**config.mk**
```make
export PLATFORM = sky130hd
export DESIGN_NAME = stap_chain_ctrl_flat
export DESIGN_NICKNAME = d
export VERILOG_FILES = /design/src/rtl/stap_chain_ctrl_if.sv /design/src/rtl/stap_chain_ctrl.sv /design/src/flat_wrapper.sv
export SDC_FILE = /design/constraint.sdc
export NUM_CORES = 1
export LEC_CHECK = 0
export CAP_MARGIN = 15
export CORE_MARGIN = 5
export CORE_UTILIZATION = 35
export CTS_CLUSTER_DIAMETER = 30
export CTS_CLUSTER_SIZE = 16
export DETAILED_ROUTE_END_ITERATION = 12
export GPL_ROUTABILITY_DRIVEN = 1
export HOLD_SLACK_MARGIN = 0.08
export PLACE_DENSITY = 0.77
export SYNTH_ARGS = -nofsm -noshare
export SYNTH_HDL_FRONTEND = slang
export SYNTH_SLANG_ARGS = --single-unit
```
**constraint.sdc**
```tcl
create_clock -name TCK -period 1.82 [get_ports TCK]
set_clock_uncertainty 0.05 [all_clocks]
set_input_delay 0.455 -clock TCK [delete_from_list [all_inputs] [get_ports TCK]]
set_output_delay 0.455 -clock TCK [all_outputs]
set_load 0.05 [all_outputs]
```
**src/rtl/stap_chain_ctrl_if.sv**
```systemverilog
// Primary/secondary JTAG signal bundle for stap_chain_ctrl.
// The controller connects through the slave modport; the driving environment uses master.
interface stap_chain_ctrl_if #(
    parameter int unsigned NUM_STAP = 4,
    parameter int unsigned CFG_W    = 8
);
    logic                TMS;
    logic                TDI;
    logic [CFG_W-1:0]    config_reg;
    logic [NUM_STAP-1:0] STDO;
    logic                TDO;
    logic [NUM_STAP-1:0] STCK;
    logic [NUM_STAP-1:0] STMS;
    logic [NUM_STAP-1:0] STDI;
    logic [NUM_STAP-1:0] STRST_N;
    logic [NUM_STAP-1:0] active_mask;
    logic [3:0]          tap_state;
    logic                pending;

    modport master (
        output TMS, TDI, config_reg, STDO,
        input  TDO, STCK, STMS, STDI, STRST_N, active_mask, tap_state, pending
    );

    modport slave (
        input  TMS, TDI, config_reg, STDO,
        output TDO, STCK, STMS, STDI, STRST_N, active_mask, tap_state, pending
    );
endinterface

```
**src/rtl/stap_chain_ctrl.sv**
```systemverilog
// Secondary-TAP chain controller: tracks the primary TAP and re-forms the STAP daisy chain at TLR/RTI.
// Optional macro STAP_RST_PULSE_EN adds a per-channel STRST_N pulse when a channel joins.
module stap_chain_ctrl #(
    parameter int unsigned NUM_STAP = 4,
    parameter int unsigned CFG_W    = 8,
    parameter int unsigned RST_CYC  = 4
) (
    input  logic               TCK,
    input  logic               TRST,
    stap_chain_ctrl_if.slave   jtag
);

    if (NUM_STAP < 1 || NUM_STAP > CFG_W || RST_CYC < 1) begin : g_param_err
        $error("stap_chain_ctrl: illegal NUM_STAP/CFG_W/RST_CYC");
    end

    typedef enum logic [3:0] {
        TLR     = 4'hF, RTI     = 4'hC,
        SEL_DR  = 4'h7, CAP_DR  = 4'h6, SH_DR  = 4'h2, EX1_DR = 4'h1,
        PAU_DR  = 4'h3, EX2_DR  = 4'h0, UPD_DR = 4'h5,
        SEL_IR  = 4'h4, CAP_IR  = 4'hE, SH_IR  = 4'hA, EX1_IR = 4'h9,
        PAU_IR  = 4'hB, EX2_IR  = 4'h8, UPD_IR = 4'hD
    } tap_state_e;

    tap_state_e          state_q, state_d;
    logic                safe_c, shift_c, capture_c;
    logic [NUM_STAP-1:0] req_mask, commit_q, commit_d, active_c;
    logic [NUM_STAP-1:0] stdi_c, stms_c, strst_n_c;
    logic                tdo_c, bypass_q;

    assign req_mask = jtag.config_reg[NUM_STAP-1:0];

    // TAP tracker state register
    always_ff @(posedge TCK or posedge TRST) begin
        if (TRST) state_q <= TLR;
        else      state_q <= state_d;
    end

    // IEEE 1149.1 next-state function
    always_comb begin
        state_d = state_q;
        unique case (state_q)
            TLR:    state_d = jtag.TMS ? TLR    : RTI;
            RTI:    state_d = jtag.TMS ? SEL_DR : RTI;
            SEL_DR: state_d = jtag.TMS ? SEL_IR : CAP_DR;
            CAP_DR: state_d = jtag.TMS ? EX1_DR : SH_DR;
            SH_DR:  state_d = jtag.TMS ? EX1_DR : SH_DR;
            EX1_DR: state_d = jtag.TMS ? UPD_DR : PAU_DR;
            PAU_DR: state_d = jtag.TMS ? EX2_DR : PAU_DR;
            EX2_DR: state_d = jtag.TMS ? UPD_DR : SH_DR;
            UPD_DR: state_d = jtag.TMS ? SEL_DR : RTI;
            SEL_IR: state_d = jtag.TMS ? TLR    : CAP_IR;
            CAP_IR: state_d = jtag.TMS ? EX1_IR : SH_IR;
            SH_IR:  state_d = jtag.TMS ? EX1_IR : SH_IR;
            EX1_IR: state_d = jtag.TMS ? UPD_IR : PAU_IR;
            PAU_IR: state_d = jtag.TMS ? EX2_IR : PAU_IR;
            EX2_IR: state_d = jtag.TMS ? UPD_IR : SH_IR;
            UPD_IR: state_d = jtag.TMS ? SEL_DR : RTI;
            default: state_d = TLR;
        endcase
    end

    // State decode used by commit and bypass logic
    always_comb begin
        safe_c    = 1'b0;
        shift_c   = 1'b0;
        capture_c = 1'b0;
        case (state_q)
            TLR, RTI:       safe_c    = 1'b1;
            SH_DR, SH_IR:   shift_c   = 1'b1;
            CAP_DR, CAP_IR: capture_c = 1'b1;
            default: ;
        endcase
    end

    assign commit_d = safe_c ? req_mask : commit_q;

    always_ff @(posedge TCK or posedge TRST) begin
        if (TRST) commit_q <= '0;
        else      commit_q <= commit_d;
    end

    // One-bit bypass keeps the primary chain length at 1 when no STAP is connected
    always_ff @(posedge TCK or posedge TRST) begin
        if (TRST) begin
            bypass_q <= 1'b0;
        end else if (active_c == '0) begin
            if (capture_c)    bypass_q <= 1'b0;
            else if (shift_c) bypass_q <= jtag.TDI;
        end
    end

`ifdef STAP_RST_PULSE_EN
    localparam int unsigned CNT_W = $clog2(RST_CYC + 1);

    logic [CNT_W-1:0]    cnt_q [NUM_STAP];
    logic [NUM_STAP-1:0] joined_q;

    // A newly committed channel is pulsed, then joins the chain at the next safe state
    always_ff @(posedge TCK or posedge TRST) begin
        if (TRST) begin
            for (int i = 0; i < NUM_STAP; i++) cnt_q[i] <= '0;
            joined_q <= '0;
        end else begin
            for (int i = 0; i < NUM_STAP; i++) begin
                if (!commit_d[i]) begin
                    cnt_q[i]    <= '0;
                    joined_q[i] <= 1'b0;
                end else if (!commit_q[i]) begin
                    cnt_q[i]    <= CNT_W'(RST_CYC);
                    joined_q[i] <= 1'b0;
                end else begin
                    if (cnt_q[i] != '0)
                        cnt_q[i] <= CNT_W'(cnt_q[i] - CNT_W'(1));
                    if (safe_c && cnt_q[i] == '0)
                        joined_q[i] <= 1'b1;
                end
            end
        end
    end

    always_comb begin
        strst_n_c = '0;
        for (int i = 0; i < NUM_STAP; i++)
            strst_n_c[i] = ~TRST & (cnt_q[i] == '0);
    end

    assign active_c = commit_q & joined_q;
`else
    assign strst_n_c = {NUM_STAP{~TRST}};
    assign active_c  = commit_q;
`endif

    // Daisy chain in ascending index order; parked channels see TMS=0, TDI=0
    always_comb begin
        logic carry;
        carry  = jtag.TDI;
        stdi_c = '0;
        stms_c = '0;
        for (int i = 0; i < NUM_STAP; i++) begin
            if (active_c[i]) begin
                stdi_c[i] = carry;
                stms_c[i] = jtag.TMS;
                carry     = jtag.STDO[i];
            end
        end
        tdo_c = (active_c != '0) ? carry : bypass_q;
    end

    assign jtag.STCK        = {NUM_STAP{TCK}};
    assign jtag.STMS        = stms_c;
    assign jtag.STDI        = stdi_c;
    assign jtag.TDO         = tdo_c;
    assign jtag.STRST_N     = strst_n_c;
    assign jtag.active_mask = active_c;
    assign jtag.tap_state   = state_q;
    assign jtag.pending     = (req_mask != commit_q);

endmodule
```
**src/flat_wrapper.sv**
```systemverilog
// flat-port wrapper written by rule: the top's interface ports become plain ports
module stap_chain_ctrl_flat 
#(
    parameter int unsigned NUM_STAP = 4,
    parameter int unsigned CFG_W    = 8,
    parameter int unsigned RST_CYC  = 4
)
  (TCK, TRST, jtag_TMS, jtag_TDI, jtag_config_reg, jtag_STDO, jtag_TDO, jtag_STCK, jtag_STMS, jtag_STDI, jtag_STRST_N, jtag_active_mask, jtag_tap_state, jtag_pending);
  stap_chain_ctrl_if #(.NUM_STAP(NUM_STAP), .CFG_W(CFG_W)) jtag_i ();
  input  logic TCK;
  input  logic TRST;
  input wire logic [$bits(jtag_i.TMS)-1:0] jtag_TMS;
  input wire logic [$bits(jtag_i.TDI)-1:0] jtag_TDI;
  input wire logic [$bits(jtag_i.config_reg)-1:0] jtag_config_reg;
  input wire logic [$bits(jtag_i.STDO)-1:0] jtag_STDO;
  output wire logic [$bits(jtag_i.TDO)-1:0] jtag_TDO;
  output wire logic [$bits(jtag_i.STCK)-1:0] jtag_STCK;
  output wire logic [$bits(jtag_i.STMS)-1:0] jtag_STMS;
  output wire logic [$bits(jtag_i.STDI)-1:0] jtag_STDI;
  output wire logic [$bits(jtag_i.STRST_N)-1:0] jtag_STRST_N;
  output wire logic [$bits(jtag_i.active_mask)-1:0] jtag_active_mask;
  output wire logic [$bits(jtag_i.tap_state)-1:0] jtag_tap_state;
  output wire logic [$bits(jtag_i.pending)-1:0] jtag_pending;
  assign jtag_i.TMS = jtag_TMS;
  assign jtag_i.TDI = jtag_TDI;
  assign jtag_i.config_reg = jtag_config_reg;
  assign jtag_i.STDO = jtag_STDO;
  assign jtag_TDO = jtag_i.TDO;
  assign jtag_STCK = jtag_i.STCK;
  assign jtag_STMS = jtag_i.STMS;
  assign jtag_STDI = jtag_i.STDI;
  assign jtag_STRST_N = jtag_i.STRST_N;
  assign jtag_active_mask = jtag_i.active_mask;
  assign jtag_tap_state = jtag_i.tap_state;
  assign jtag_pending = jtag_i.pending;
  stap_chain_ctrl #(.NUM_STAP(NUM_STAP), .CFG_W(CFG_W), .RST_CYC(RST_CYC)) u_core (.TCK(TCK), .TRST(TRST), .jtag(jtag_i));
endmodule
```
Yosys cells after proc, flatten, opt, wreduce, memory -nomap -nowiden
Cells that the tools add are included. W data, S select, Z words.

Register bits after elaboration: 9. Output and inout port bits: 26.

Equality and inequality tests: 16. Bitwise logic cells: 1. Multiplexer cells: 31. Reduce and logical (&&, ||, !) cells: 11.

Operator list (number): $pmux W4 S12 (1); $eq A4 B4 Y1 const B (8); $mux W1 (19); $eq A4 B3 Y1 const B (4); $mux W2 (6); $mux W3 (4); $reduce_or A2 Y1 (5); $eq A4 B2 Y1 const B (2); $logic_not A4 Y1 (2); $eq A4 B1 Y1 const B (1); $mux W4 (1); $ne A4 B4 Y1 (1); $reduce_bool A4 Y1 (1); $reduce_or A3 Y1 (1); $reduce_and A2 Y1 (1); $reduce_bool A2 Y1 (1); $not A1 Y1 (1).

Depth between registers and ports, before layout
Word-level depth: 5. Mapped depth: 4.

==> qor.yml <==
status: "finished, violations left"
violations_in_the_final_reports: "setup timing"
vdd.ir_drop.worst_mv: 2.84
ioPinCount: 42
worst_path_largest_cell_delay_ns: 0.44
final.period_utilization_pct: 112
fmax_mhz: 489
postRouteAntennaNets: 0
average_instance_area_after_synthesis_sq_um: 9.50
cpMaxStageDelayCell: "sky130_fd_sc_hd__dfrtp_2"
initialDrtViolationCount: 16
area_growth_syn_to_layout_pct: 131
fillerInstances: 79
multiInputGateArea_sq_um: 453
worstPathBufferInverterCount: 1
timing.critical_path.to: "jtag_STDI[3]"
die-height_microns: 53.9
vias: 739
place_inst: 130
fin_setup_tns_ns: -0.871
power.net_switching_mw: 1.97
r2r_setup_slack_ns: 0.26
layout-drive-gt1-share_pct: 63.9
hold_ws_ns: 0.359
totalPowerFinal_mw: 4.07
number_of_placement_rows: 15
final_cells: 147
power_frac_seq_pct: 14.1
nNetsFinal: 139
port-buffer-count: 37
synth.net_count: 87
minimum_clock_period_ns: 2.05
synth_top_cell_by_area: "sky130_fd_sc_hd__dfrtp_1"
number_of_antenna_violations_at_the_first_check_in_global_routing: 0
sequential_cell_area_sq_um: 235
critPathLaunch: "u_core.jtag.active_mask[0]"
setup_slack_ns: -0.226
cp_top_family: "flip-flops"
worst-setup-path-type: "reg2out"
floorplan.die_area_sq_um: 2900
vias_per_cell: 5.03
synth-seq-cells: 9
cts.clk_slew.worst_paths_ns: 0.06
num_antenna_cells: 0
first_global_vias: 829
drc: 0
timing.hold.worst.class: "in2reg"
final-setup-viol-count: 6
timing.critical_path.fanout_max: 4
grt_pass1_wl_microns: 3730
grt_max_degree: 10
hold_violations: 0
mappedNetlistArea_sq_um: 674
r2r_cells: 3
tightestPinTransition_ns: 0.261
initial_core_util_pct: 37.8
cellInternalPower_mw: 2.10
cap_violations: 0
finalMaxSlewViolations: 0
r2r-end: "u_core.jtag.active_mask[2]"
overflow: 0
regToRegStartpoint: "u_core.jtag.tap_state[2]"
synth_seq_area_share_pct: 34.1
postCtsHoldBufs: 0
totalWireLength_microns: 2520
final_wtd_congestion: 0.724
synth_top_cell_area_share_pct: 18.6
all_layer_global_routing_usage_pct: 19.1
place_hpwl_microns: 1490
detailedRoute.firstPassIterationCount: 4
slew_headroom_pct: 82.5
synth.distinct_cells: 31
rsz_0062_raised_after_global_routing: "true"
wl_per_instance_microns: 17.1
fp.dieW_microns: 53.9
cp.required_ns: 1.31
pwr_cell_area_nw_per_um2: 2610
post_synth_inst_count: 71
clock_network_fraction_of_total_power_pct: 26.6
netlist_top_cells_area: "sky130_fd_sc_hd__dfrtp_1 19%, sky130_fd_sc_hd__dfstp_2 16%, sky130_fd_sc_hd__buf_4 8.9%, sky130_fd_sc_hd__xnor2_1 5.2%, sky130_fd_sc_hd__mux2_2 5.0%"
p_leak_nw: 0.710
crit_arrival_ns: 1.54
share_comb_of_total_power_pct: 59.3
clk-insertion-delay-late_ns: 0.36
core_area_sq_um: 1780
switching_part_of_the_total_pct: 48.3
clock_tree_from_tritoncts: "yes"
cp.depth: 4
worst_setup_path_start_kind: "flop"
crit_path_end_kind: "output pin"
cp_cell_sequence: "mux2i_2 > nor2b_4 > o21ai_4 > buf_12"
synth_warnings: 0
sequential cells by signal, summed over array words and instances, names as in the netlist:
signal,count
u_core.bypass_q,1
u_core.jtag.active_mask,4
u_core.jtag.tap_state,4
cells in the mapped netlist:
cell                       instances
sky130_fd_sc_hd__o21ai_0           4
sky130_fd_sc_hd__buf_6             1
sky130_fd_sc_hd__mux2i_1           1
sky130_fd_sc_hd__mux2_1            2
sky130_fd_sc_hd__xor2_1            1
sky130_fd_sc_hd__mux2_2            3
sky130_fd_sc_hd__xnor2_1           4
sky130_fd_sc_hd__nor2_2            1
sky130_fd_sc_hd__buf_2             2
sky130_fd_sc_hd__nor4_4            1
sky130_fd_sc_hd__dfstp_2           4
sky130_fd_sc_hd__mux2_4            1
sky130_fd_sc_hd__inv_1             1
sky130_fd_sc_hd__nand2b_1          1
sky130_fd_sc_hd__o221ai_1          1
sky130_fd_sc_hd__a21o_1            1
sky130_fd_sc_hd__and2_1            5
sky130_fd_sc_hd__dfrtp_1           5
sky130_fd_sc_hd__a21oi_1           1
sky130_fd_sc_hd__a22o_1            1
sky130_fd_sc_hd__nand3_1           2
sky130_fd_sc_hd__nand2_1           5
sky130_fd_sc_hd__o31ai_1           1
sky130_fd_sc_hd__buf_4             8
sky130_fd_sc_hd__clkbuf_1          1
sky130_fd_sc_hd__nand3b_1          2
sky130_fd_sc_hd__a21boi_0          1
sky130_fd_sc_hd__nor2_1            3
sky130_fd_sc_hd__a22oi_1           1
sky130_fd_sc_hd__nand4_1           1
sky130_fd_sc_hd__nor2b_1           5
layout make-up:
class,instances,share of cell area [%]
inverters,1,0.241
multi-input cells,49,29.1
clock buffers,12,8.76
well taps,25,2.01
repair buffers,51,44.8
flip-flops and latches,9,15.1
power groups by stage:
stage | Sequential [mW] | Clock (mW) | Combinational, mW
after floorplan | 0.764 | 0.474 | 0.984
after global placement | 0.575 | 0.507 | 2.09
after detailed placement | 0.577 | 0.507 | 2.13
after CTS | 0.582 | 0.955 | 2.28
after global routing | 0.597 | 1.13 | 2.52
final | 0.573 | 1.08 | 2.41
worst register-to-register path: stages (launching register included):
cell                      delay (ns)
sky130_fd_sc_hd__dfstp_2        0.63
sky130_fd_sc_hd__nand2_1        0.12
sky130_fd_sc_hd__nor2_2         0.26
sky130_fd_sc_hd__mux2_2         0.39
logic make-up after synthesis:
group / after synthesis / share of synthesized area [%]
mux: 7 / 12.1
compound gates: 11 / 10.8
xor+xnor: 5 / 6.49
flops: 9 / 34.1
buf+inv: 13 / 13.2
simple gates: 26 / 23.4
worst min path at each step:
| stage | startpoint | slack (ns) | cells past startpoint | to |
|---|---|---|---|---|
| 2_1_floorplan | TRST | 0.43 | 1 | u_core.bypass_q |
| 3_3_place_gp | u_core.bypass_q | 0.45 | 1 | u_core.bypass_q |
| 3_5_place_dp | u_core.bypass_q | 0.46 | 1 | u_core.bypass_q |
| 4_1_cts | TRST | 0.46 | 4 | u_core.jtag.active_mask[0] |
| 5_1_grt | jtag_config_reg[1] | 0.36 | 2 | u_core.jtag.active_mask[1] |
| 6_report | jtag_config_reg[1] | 0.36 | 2 | u_core.jtag.active_mask[1] |
stage by stage:
| stage | instance area, sq um | setup slack, ns | utilization [%] |
|---|---|---|---|
| 6_report | 1560 | -0.226 | 87.3 |
| 5_1_grt | 1560 | -0.301 | 87.3 |
| 4_1_cts | 1490 | -0.209 | 83.4 |
| 3_5_place_dp | 1330 | -0.286 | 74.7 |
| 3_3_place_gp | 1330 | -0.267 | 74.7 |
| 2_1_floorplan | 738 | -0.0249 | - |
cell usage in the layout, fill, tap and decap left out, types with 2 or more instances in the layout:
master                            Yosys  routed
sky130_fd_sc_hd__buf_6                1       2
sky130_fd_sc_hd__and2_1               5       5
sky130_fd_sc_hd__dlygate4sd2_1        0       3
sky130_fd_sc_hd__o21ai_0              4       3
sky130_fd_sc_hd__buf_12               0      23
sky130_fd_sc_hd__nor2b_1              5       2
sky130_fd_sc_hd__clkdlybuf4s50_1      0       5
sky130_fd_sc_hd__nand3b_1             2       2
sky130_fd_sc_hd__nand2_1              5       5
sky130_fd_sc_hd__nor2_1               3       2
sky130_fd_sc_hd__mux2_2               3       3
sky130_fd_sc_hd__dlymetal6s2s_1       0       3
sky130_fd_sc_hd__buf_4                8      17
sky130_fd_sc_hd__buf_8                0       5
sky130_fd_sc_hd__xnor2_2              0       3
sky130_fd_sc_hd__mux2_1               2       2
sky130_fd_sc_hd__nand3_1              2       2
sky130_fd_sc_hd__dfrtp_2              0       4
sky130_fd_sc_hd__nor2b_4              0       3
sky130_fd_sc_hd__clkbuf_4             0       4
sky130_fd_sc_hd__dfstp_2              4       4
repair_timing:
item | 4_1_cts | 5_1_grt
pin swaps | 2 | 6
gates resized for setup | 37 | 18
buffers inserted | 6 | 4
setup endpoints to repair | 14 | 13
hold endpoints to repair | 0 | 0
layer usage:
| metal | part of all wire [%] | vias up | track usage, % |
|---|---|---|---|
| li1 | - | 335 | - |
| met1 | 36 | 336 | 19.1 |
| met2 | 49 | 51 | 27.4 |
| met3 | 8.3 | 17 | 7.48 |
| met4 | 7.1 | 0 | 23.4 |
| met5 | 0 | - | 0 |
Power figures use the tool's default switching activity.
